<file path="src/rtl/ps2_rx.sv">
`default_nettype none
// ============================================================================
//  Module      : ps2_rx
//  Description : PS/2 device-to-host receive deserializer. Synchronizes the
//                raw PS/2 clock and data pins into the system clock domain,
//                glitch-filters the PS/2 clock, detects its falling edges and
//                shifts in 11-bit frames (start, 8 data LSB-first, odd
//                parity, stop). Each frame ends in either a one-cycle
//                rx_valid strobe with the byte on rx_data, or a one-cycle
//                rx_error strobe (framing, parity or inter-bit timeout).
//  Ports       : clk      - system clock, the only clock
//                rst      - synchronous active-high reset
//                ps2_clk  - raw PS/2 clock pin (asynchronous)
//                ps2_data - raw PS/2 data pin (asynchronous)
//                rx_data  - last correctly received byte
//                rx_valid - one-cycle pulse when rx_data is updated
//                rx_error - one-cycle pulse on a rejected frame
//                busy     - high while a frame is being received
//  Revision    : 1.0 - initial release
// ============================================================================
module ps2_rx #(
   parameter int FILTER_LEN     = 8,
   parameter int TIMEOUT_CYCLES = 65_000
) (
   input  logic       clk,
   input  logic       rst,
   input  logic       ps2_clk,
   input  logic       ps2_data,
   output logic [7:0] rx_data,
   output logic       rx_valid,
   output logic       rx_error,
   output logic       busy
);

   localparam int              c_tmo_w    = (TIMEOUT_CYCLES > 1) ? $clog2(TIMEOUT_CYCLES) : 1;
   localparam logic [c_tmo_w-1:0] c_tmo_last = c_tmo_w'(TIMEOUT_CYCLES - 1);
   localparam logic [3:0]      c_stop_idx = 4'd9;
   localparam logic [3:0]      c_par_idx  = 4'd8;

   typedef enum logic [0:0] {
      S_IDLE = 1'b0,
      S_RECV = 1'b1
   } state_t;

   // ------------------------------------------------------------------------
   // Input synchronizers (reset to 1: idle bus is high)
   // ------------------------------------------------------------------------
   logic [1:0] r_sync_clk;
   logic [1:0] r_sync_data;
   logic       w_clk_s;
   logic       w_data_s;

   always_ff @(posedge clk) begin
      if (rst) begin
         r_sync_clk  <= 2'b11;
         r_sync_data <= 2'b11;
      end else begin
         r_sync_clk  <= {r_sync_clk[0], ps2_clk};
         r_sync_data <= {r_sync_data[0], ps2_data};
      end
   end

   assign w_clk_s  = r_sync_clk[1];
   assign w_data_s = r_sync_data[1];

   // ------------------------------------------------------------------------
   // Clock glitch filter. The decision looks at the register contents
   // including the sample being shifted in this cycle, so FILTER_LEN
   // consecutive identical samples are enough to flip the filtered clock.
   // ------------------------------------------------------------------------
   logic [FILTER_LEN-1:0] r_filt;
   logic [FILTER_LEN-1:0] w_filt_next;
   logic                  r_fclk;
   logic                  r_fclk_d;
   logic                  w_fall;

   generate
      if (FILTER_LEN > 1) begin : g_filt_shift
         assign w_filt_next = {r_filt[FILTER_LEN-2:0], w_clk_s};
      end else begin : g_filt_single
         assign w_filt_next = w_clk_s;
      end
   endgenerate

   always_ff @(posedge clk) begin
      if (rst) begin
         r_filt   <= '1;
         r_fclk   <= 1'b1;
         r_fclk_d <= 1'b1;
      end else begin
         r_filt   <= w_filt_next;
         if (~|w_filt_next) begin
            r_fclk <= 1'b0;
         end else if (&w_filt_next) begin
            r_fclk <= 1'b1;
         end
         r_fclk_d <= r_fclk;
      end
   end

   assign w_fall = ~r_fclk & r_fclk_d;

   // ------------------------------------------------------------------------
   // Frame FSM and datapath
   // ------------------------------------------------------------------------
   state_t               r_state;
   state_t               w_state_next;
   logic [3:0]           r_bit_cnt;
   logic [7:0]           r_shift;
   logic                 r_parity;
   logic [c_tmo_w-1:0]   r_tmo_cnt;
   logic [c_tmo_w-1:0]   w_tmo_inc;
   logic [7:0]           r_rx_data;
   logic                 r_rx_valid;
   logic                 r_rx_error;
   logic                 w_start;
   logic                 w_valid_next;
   logic                 w_error_next;
   logic                 w_frame_ok;

   assign w_tmo_inc  = r_tmo_cnt + 1'b1;
   // Odd parity over data+parity, and the bit currently sampled is the stop.
   assign w_frame_ok = (^{r_shift, r_parity}) & w_data_s;

   always_ff @(posedge clk) begin
      if (rst) begin
         r_state <= S_IDLE;
      end else begin
         r_state <= w_state_next;
      end
   end

   always_comb begin
      w_state_next = r_state;
      w_start      = 1'b0;
      w_valid_next = 1'b0;
      w_error_next = 1'b0;
      case (r_state)
         S_IDLE: begin
            // A high bit on a fall while idle is simply ignored.
            if (w_fall && !w_data_s) begin
               w_state_next = S_RECV;
               w_start      = 1'b1;
            end
         end
         S_RECV: begin
            // A fall takes priority over a coincident timeout.
            if (w_fall) begin
               if (r_bit_cnt >= c_stop_idx) begin
                  w_state_next = S_IDLE;
                  w_valid_next = w_frame_ok;
                  w_error_next = ~w_frame_ok;
               end
            end else if (w_tmo_inc == c_tmo_last) begin
               w_state_next = S_IDLE;
               w_error_next = 1'b1;
            end
         end
         default: begin
            w_state_next = S_IDLE;
         end
      endcase
   end

   always_ff @(posedge clk) begin
      if (rst) begin
         r_bit_cnt  <= 4'd0;
         r_shift    <= 8'h00;
         r_parity   <= 1'b0;
         r_tmo_cnt  <= '0;
         r_rx_data  <= 8'h00;
         r_rx_valid <= 1'b0;
         r_rx_error <= 1'b0;
      end else begin
         r_rx_valid <= w_valid_next;
         r_rx_error <= w_error_next;
         if (w_valid_next) begin
            r_rx_data <= r_shift;
         end

         if (w_start) begin
            r_bit_cnt <= 4'd0;
            r_shift   <= 8'h00;
            r_tmo_cnt <= '0;
         end else if (r_state == S_RECV) begin
            if (w_fall) begin
               r_tmo_cnt <= '0;
               r_bit_cnt <= r_bit_cnt + 4'd1;
               if (r_bit_cnt < c_par_idx) begin
                  // Insert at MSB and shift right: first bit ends at bit 0.
                  r_shift <= {w_data_s, r_shift[7:1]};
               end else if (r_bit_cnt == c_par_idx) begin
                  r_parity <= w_data_s;
               end
            end else begin
               r_tmo_cnt <= w_tmo_inc;
            end
         end else begin
            r_tmo_cnt <= '0;
         end
      end
   end

   assign rx_data  = r_rx_data;
   assign rx_valid = r_rx_valid;
   assign rx_error = r_rx_error;
   assign busy     = (r_state == S_RECV);

endmodule
`default_nettype wire
</file>
<file path="config.mk">
export PLATFORM = sky130hd
export DESIGN_NAME = ps2_rx
export DESIGN_NICKNAME = d
export VERILOG_FILES = /design/src/rtl/ps2_rx.sv
export SDC_FILE = /design/constraint.sdc
export NUM_CORES = 1
export LEC_CHECK = 0
export CORE_MARGIN = 4
export CORE_UTILIZATION = 60
export DETAILED_ROUTE_END_ITERATION = 10
export GPL_TIMING_DRIVEN = 0
export PLACE_DENSITY = 0.81
export SYNTH_ARGS = -nofsm -noshare
export SYNTH_HDL_FRONTEND = slang
export SYNTH_SLANG_ARGS = --single-unit
</file>
<file path="constraint.sdc">
create_clock -name clk -period 3.1 [get_ports clk]
set_clock_uncertainty 0.2 [all_clocks]
set_input_delay 0.62 -clock clk [delete_from_list [all_inputs] [get_ports clk]]
set_output_delay 0.62 -clock clk [all_outputs]
set_load 0.01 [all_outputs]
</file>
[Yosys cells after proc, flatten, opt, wreduce, memory -nomap -nowiden]
Index checks and enable logic that the tools add are counted.
Operators by class
  $add $sub $neg: 2
  multiply operators: 0
  divide/modulo/power cells: 0
  magnitude comparators: 2
  equality and inequality tests: 3
  shift operators: 0
  mux-type cells: 14
  bitwise gates (word level): 7
  reduce and logical (&&, ||, !) cells: 11
Operators with widths (count)
  adder 16 x 1 -> 16 bit, second input constant: 1
  == test 16 bit, second input constant: 1
  two-way mux 1 bit: 13
  parity 9 bit: 1
  AND reduction 8 bit: 1
  OR reduction 8 bit: 1
  inverter 1 bit: 5
  AND reduction 5 bit: 1
  adder 4 x 1 -> 4 bit, second input constant: 1
  == test 4 bit, second input constant: 1
  greater-or-equal comparator 4 bit, second input constant: 1
  less-than comparator 4 bit, second input constant: 1
  OR reduction 2 bit: 2
  OR reduction 4 bit: 1
  AND reduction 3 bit: 1
  AND 1 bit: 2
  != test 2 x 1 -> 1 bit, second input constant: 1
  one-hot mux 1 bit (2 select lines): 1
  AND reduction 2 bit: 1
  logical AND 1 bit: 1
  logical NOT 1 bit: 1
Word-level totals
  bits in registers: 53
  latch bits: 0
  memory bits (writable): 0
  bits in read-only memories: 0
  output and inout port bits: 11
  logic and storage cells: 52
  memories: 0

[Logic depth before layout (Yosys ltp)]
  word-level depth: 7
  depth in mapped cells: 7

[Worst setup path after synthesis]
Ideal clock, no wire load.
  kind: reg2reg
  start point: register r_tmo_cnt[0]
  end point: register r_state (netlist: busy)
  library setup time: 0.127 ns
  data arrival time: 1.649 ns
  setup slack: 1.125 ns
  stages on the path, launching flop included: 7
  cell sequence: dfxtp_1 > ha_1 > nand3_2 > nor4_2 > xnor2_1 > a2111oi_2 > o41ai_1
On the way
  word-level cells in the longest chain between the ends: 5
RTL lines
  start, declared: RTL line 111  | logic [c_tmo_w-1:0] r_tmo_cnt;
  start signal, assigned: RTL line 196  | r_tmo_cnt <= w_tmo_inc;
  adder 16 x 1 -> 16 bit: RTL line 121  | assign w_tmo_inc = r_tmo_cnt + 1'b1;
  == test 16 bit: RTL line 154  | end else if (w_tmo_inc == c_tmo_last) begin
  two-way mux 1 bit: RTL line 154
  two-way mux 1 bit: RTL line 148  | if (w_fall) begin
  one-hot mux 1 bit (2 select lines): RTL line 138  | case (r_state)
  end signal, assigned: RTL line 129  | r_state <= w_state_next;
  end, declared: RTL line 106  | state_t r_state;
Every way passes these cells.
A chain may end at the register's enable or synchronous reset.

[Final worst setup path]
  start point: register r_tmo_cnt[0]
  end point: register r_rx_error (netlist: rx_error)
On the way
  word-level cells in the longest chain between the ends: 4
RTL lines
  adder 16 x 1 -> 16 bit: RTL line 121
  == test 16 bit: RTL line 154
  two-way mux 1 bit: RTL line 154
  two-way mux 1 bit: RTL line 148
  end signal, assigned: RTL line 176  | r_rx_error <= w_error_next;
  end, declared: RTL line 115  | logic r_rx_error;
Every way passes these cells.

==> summary.md <==
| Metric | Value |
|---|---|
| Max clock buf depth | `2` |
| Post-CTS sizing | `0` |
| Internal Power | `0.867 mW` |
| Cells after synthesis | `247` |
| Yosys reg bits | `53` |
| Ant diodes | `0` |
| RD Place Congestion | `0.821` |
| Cts hold-fix bufs | `0` |
| Peak Freq | `425 MHz` |
| Worst path cell trace | `ha_1, nand3_2, nor4_2, xnor2_1, a2111oi_2, a21o_1` |
| Arr. time, crit path | `approximately 2.4 ns` |
| WHS Endpoint | `r_sync_data[1]` |
| Outcome | `finished, final reports clean` |
| Pre-CTS setup slack | `0.806 ns` |
| Synth area leaders | `dfxtp_1 46%, nor2_1 5.1%, xnor2_1 5.0%` |
| CTS tree | `done` |
| Antenna violations before repair | `0` |
| Max-slew headroom | `65.8%` |
| Register area | `0.00106 mm2` |
| Number of synthesized flops with an enable pin | `0` |
| # Post-CTS Setup Buffers | `0` |
| Sequential element share of the synthesized area | `between 40 and 50%` |
| Crit path kind | `flip-flop to flip-flop` |
| Hold Startpoint | `r_sync_data[0]` |
| Area of the multi-input gates | `0.00115 mm2` |
| Total Wirelength | `about 4 mm` |
| Syn avg cell area | `just over 9 um2` |
| Power per Cell Area | `426 mW/mm2` |
| Worst skew pair latency | `a little over 0.3 ns` |
| Ys Warns | `0` |
| CP max FO | `7` |
| Area leader, netlist | `dfxtp_1` |
| Initial DRT Pass Iterations | `4` |
| First-pass GRT wire length | `slightly below 7 mm` |
| Hpwl dp | `2.81 mm` |
| Comb pwr share | `1.4%` |
| Sequential share of power | `~63%` |
| Tmin final | `2.35 ns` |
| Placed Cells | `308` |
| Layout cell share with drive strength beyond 1 | `about 11%` |
| Row count | `22` |
| Reg2reg setup slack | `between 0.7 and 0.8 ns` |
| Filler cell count | `~290` |
| # H-tree levels | `2` |
| Share of the synthesized area in the top cell type | `46.4%` |
| Commonest cells post-synth | `53 x dfxtp_1, 31 x nor2_1, 19 x nand2_1, 13 x a21oi_1, 13 x xnor2_1` |
| Final Non-Filler Cells | `315` |
| Final Setup Violations | `0` |
| Setup_tns | `0 ns` |
| Die X-Extent | `69.7 um` |
| Largest net degree at the start of global routing | `16` |
| Top-count cell post-synth | `dfxtp_1` |
| Antenna-violating nets left | `0` |
| Critical path's slowest cell | `dfxtp_1` |
| Final slew viol count | `0` |
| Worst min path class | `flip-flop to flip-flop` |
| Wire per inst | `12.9 um` |
| FF-to-FF path depth | `6` |
| Number of buffers added on ports | `13` |
| Starting density of the core | `about 62%` |
| Vias per std cell | `5.50` |
| Worst setup margin | `0.746 ns` |
| R2r startpoint | `r_tmo_cnt[0]` |
| # IOs | `15` |
| Clock sinks | `53` |
| Sw Ratio | `between 20 and 25%` |
| Reg-to-reg endpoint | `rx_error` |
| Worst setup EP type | `flip-flop` |
| CP Data Required Time | `3.16 ns` |
| Post-synth ARST share | `0%` |
| DP Area | `0.00248 mm2` |
| VDD IR max | `0.000365 V` |
| Area of the core | `~0.0037 mm2` |
| Gr ovfl total | `0` |
| Critical Path Start Type | `flip-flop` |
| Post-synth top flop | `dfxtp_1` |
| Syn Nets | `256` |
| Post-route cell area | `0.00257 mm2` |
| Die ar. | `0.00486 mm2` |
| Final Net Count | `276` |
| Worst path max stage delay | `0.46 ns` |
| 1st-iter DRT viols | `114` |
| Layout area overhead | `12.3%` |
| Worst-margin pin slew | `0.511 ns` |
| P_sw | `0.227 mW` |
| Synthesized cell area | `~0.0023 mm2` |
| Clk pwr share | `35.9%` |
| Final hold violation count | `0` |
| Leak Pwr | `0.855 nW` |
| Via count | `1731` |
| # DRC | `0` |
| Total GRT Usage | `17.5%` |
| Root buffer cell | `clkbuf_8` |
| Die Ht | `~70 um` |
| Synth cell types | `41` |
| Num CTS Buffers | `5` |
| Worst hold slack | `around 0.22 ns` |
| RSZ-0062 raised after global routing | `no` |
| Final worst path period share | `75.9%` |
| Vias in the first global route | `1580` |
| Max-cap violations | `0` |
| Cells on Worst Hold Path | `1` |
| Clock slew at reported path FFs | `0.09 ns` |
==> per-layer routing <==
metal  share of wire, %  GRT usage, %  wire [um]  up-vias
met2                 45          26.8       1840       42
met4                2.2          8.09         90        0
met5                  0             0          0        -
met1                 48          23.0       1940      808
met3                4.5          4.78        181        8
li1                   -             -          -      873
==> critical path, delay by kind of cell, from the launching register on <==
kind | cells | cell delay (ns)
AO/OA/AOI/OAI | 2 | 0.64
AND/OR/NAND/NOR | 2 | 0.55
flip-flops | 1 | 0.46
adder cells (fa/ha/maj) | 1 | 0.31
XOR/XNOR | 1 | 0.14
==> worst max-delay path by stage <==
stage                     cells past startpoint  slack, ns  endpoint         start
final                                         6       0.75  rx_error  r_tmo_cnt[0]
after global routing                          6       0.57      busy  r_tmo_cnt[0]
after CTS                                     6       0.77  rx_error  r_tmo_cnt[0]
after detailed placement                      6       0.81  rx_error  r_tmo_cnt[0]
after global placement                        6       0.83  rx_error  r_tmo_cnt[0]
after floorplan                               6       1.12      busy  r_tmo_cnt[0]
==> logic make-up after synthesis <==
group                      after synthesis  synth area share (%)
muxes                                   10                  4.92
adders and majority gates                5                  2.74
xor gates and xnor gates                21                  9.30
and+or+nand+nor                        104                  24.2
DFF                                     53                  46.4
buffers and inverters                   20                  3.39
AOI/OAI and AO/OA                       34                  9.08
==> power by group through the flow <==
| stage | sequential [mW] | combinational [mW] | clock, mW |
|---|---|---|---|
| global placement | 0.701 | 0.0155 | 0 |
| floorplan | 0.701 | 0.0101 | 0 |
| CTS | 0.685 | 0.0158 | 0.402 |
| detailed placement | 0.701 | 0.0157 | 0 |
| finish | 0.685 | 0.0155 | 0.393 |
| global route | 0.686 | 0.0178 | 0.426 |
==> area by class of cell <==
type / instances / area share (%)
multi-input combinational: 174 / 44.7
sequential: 53 / 41.3
timing repair buffer: 13 / 5.07
clock buffer: 6 / 3.22
tap: 48 / 2.34
buffer: 11 / 1.71
inverter: 9 / 1.32
clock inverter: 1 / 0.292
==> state kept, by name (all words and copies together), names as in the netlist <==
name / cells
r_sync_clk: 2
busy: 1
r_tmo_cnt: 16
r_filt: 7
r_fclk: 1
r_parity: 1
r_shift: 8
rx_valid: 1
r_bit_cnt: 4
rx_error: 1
rx_data: 8
r_sync_data: 2
r_fclk_d: 1
==> per-stage QoR <==
step	total power, mW	util [%]
2_1_floorplan	0.711	-
3_3_place_gp	0.717	67.7
3_5_place_dp	0.717	67.7
4_1_cts	1.10	70.1
5_1_grt	1.13	70.1
6_report	1.09	70.1
==> layout by cell type (no fill, tap or decap), drive strengths merged, types with 2 or more instances in the layout <==
| cell | count |
|---|---|
| dfxtp | 53 |
| nor2 | 31 |
| nand2 | 19 |
| clkbuf | 15 |
| xnor2 | 13 |
| a21oi | 13 |
| clkdlybuf4s50 | 13 |
| or2 | 12 |
| o21ai | 11 |
| mux2i | 10 |
| inv | 9 |
| nand3 | 8 |
| nor3 | 7 |
| xor2 | 6 |
| nand4 | 5 |
| ha | 5 |
| nor4 | 5 |
| a21o | 3 |
| nand3b | 3 |
| nor2b | 2 |
| or3 | 2 |
| buf | 2 |
| or3b | 2 |
| nand4b | 2 |
| nor4bb | 2 |
| xnor3 | 2 |
(Power assumes the default switching activity.)
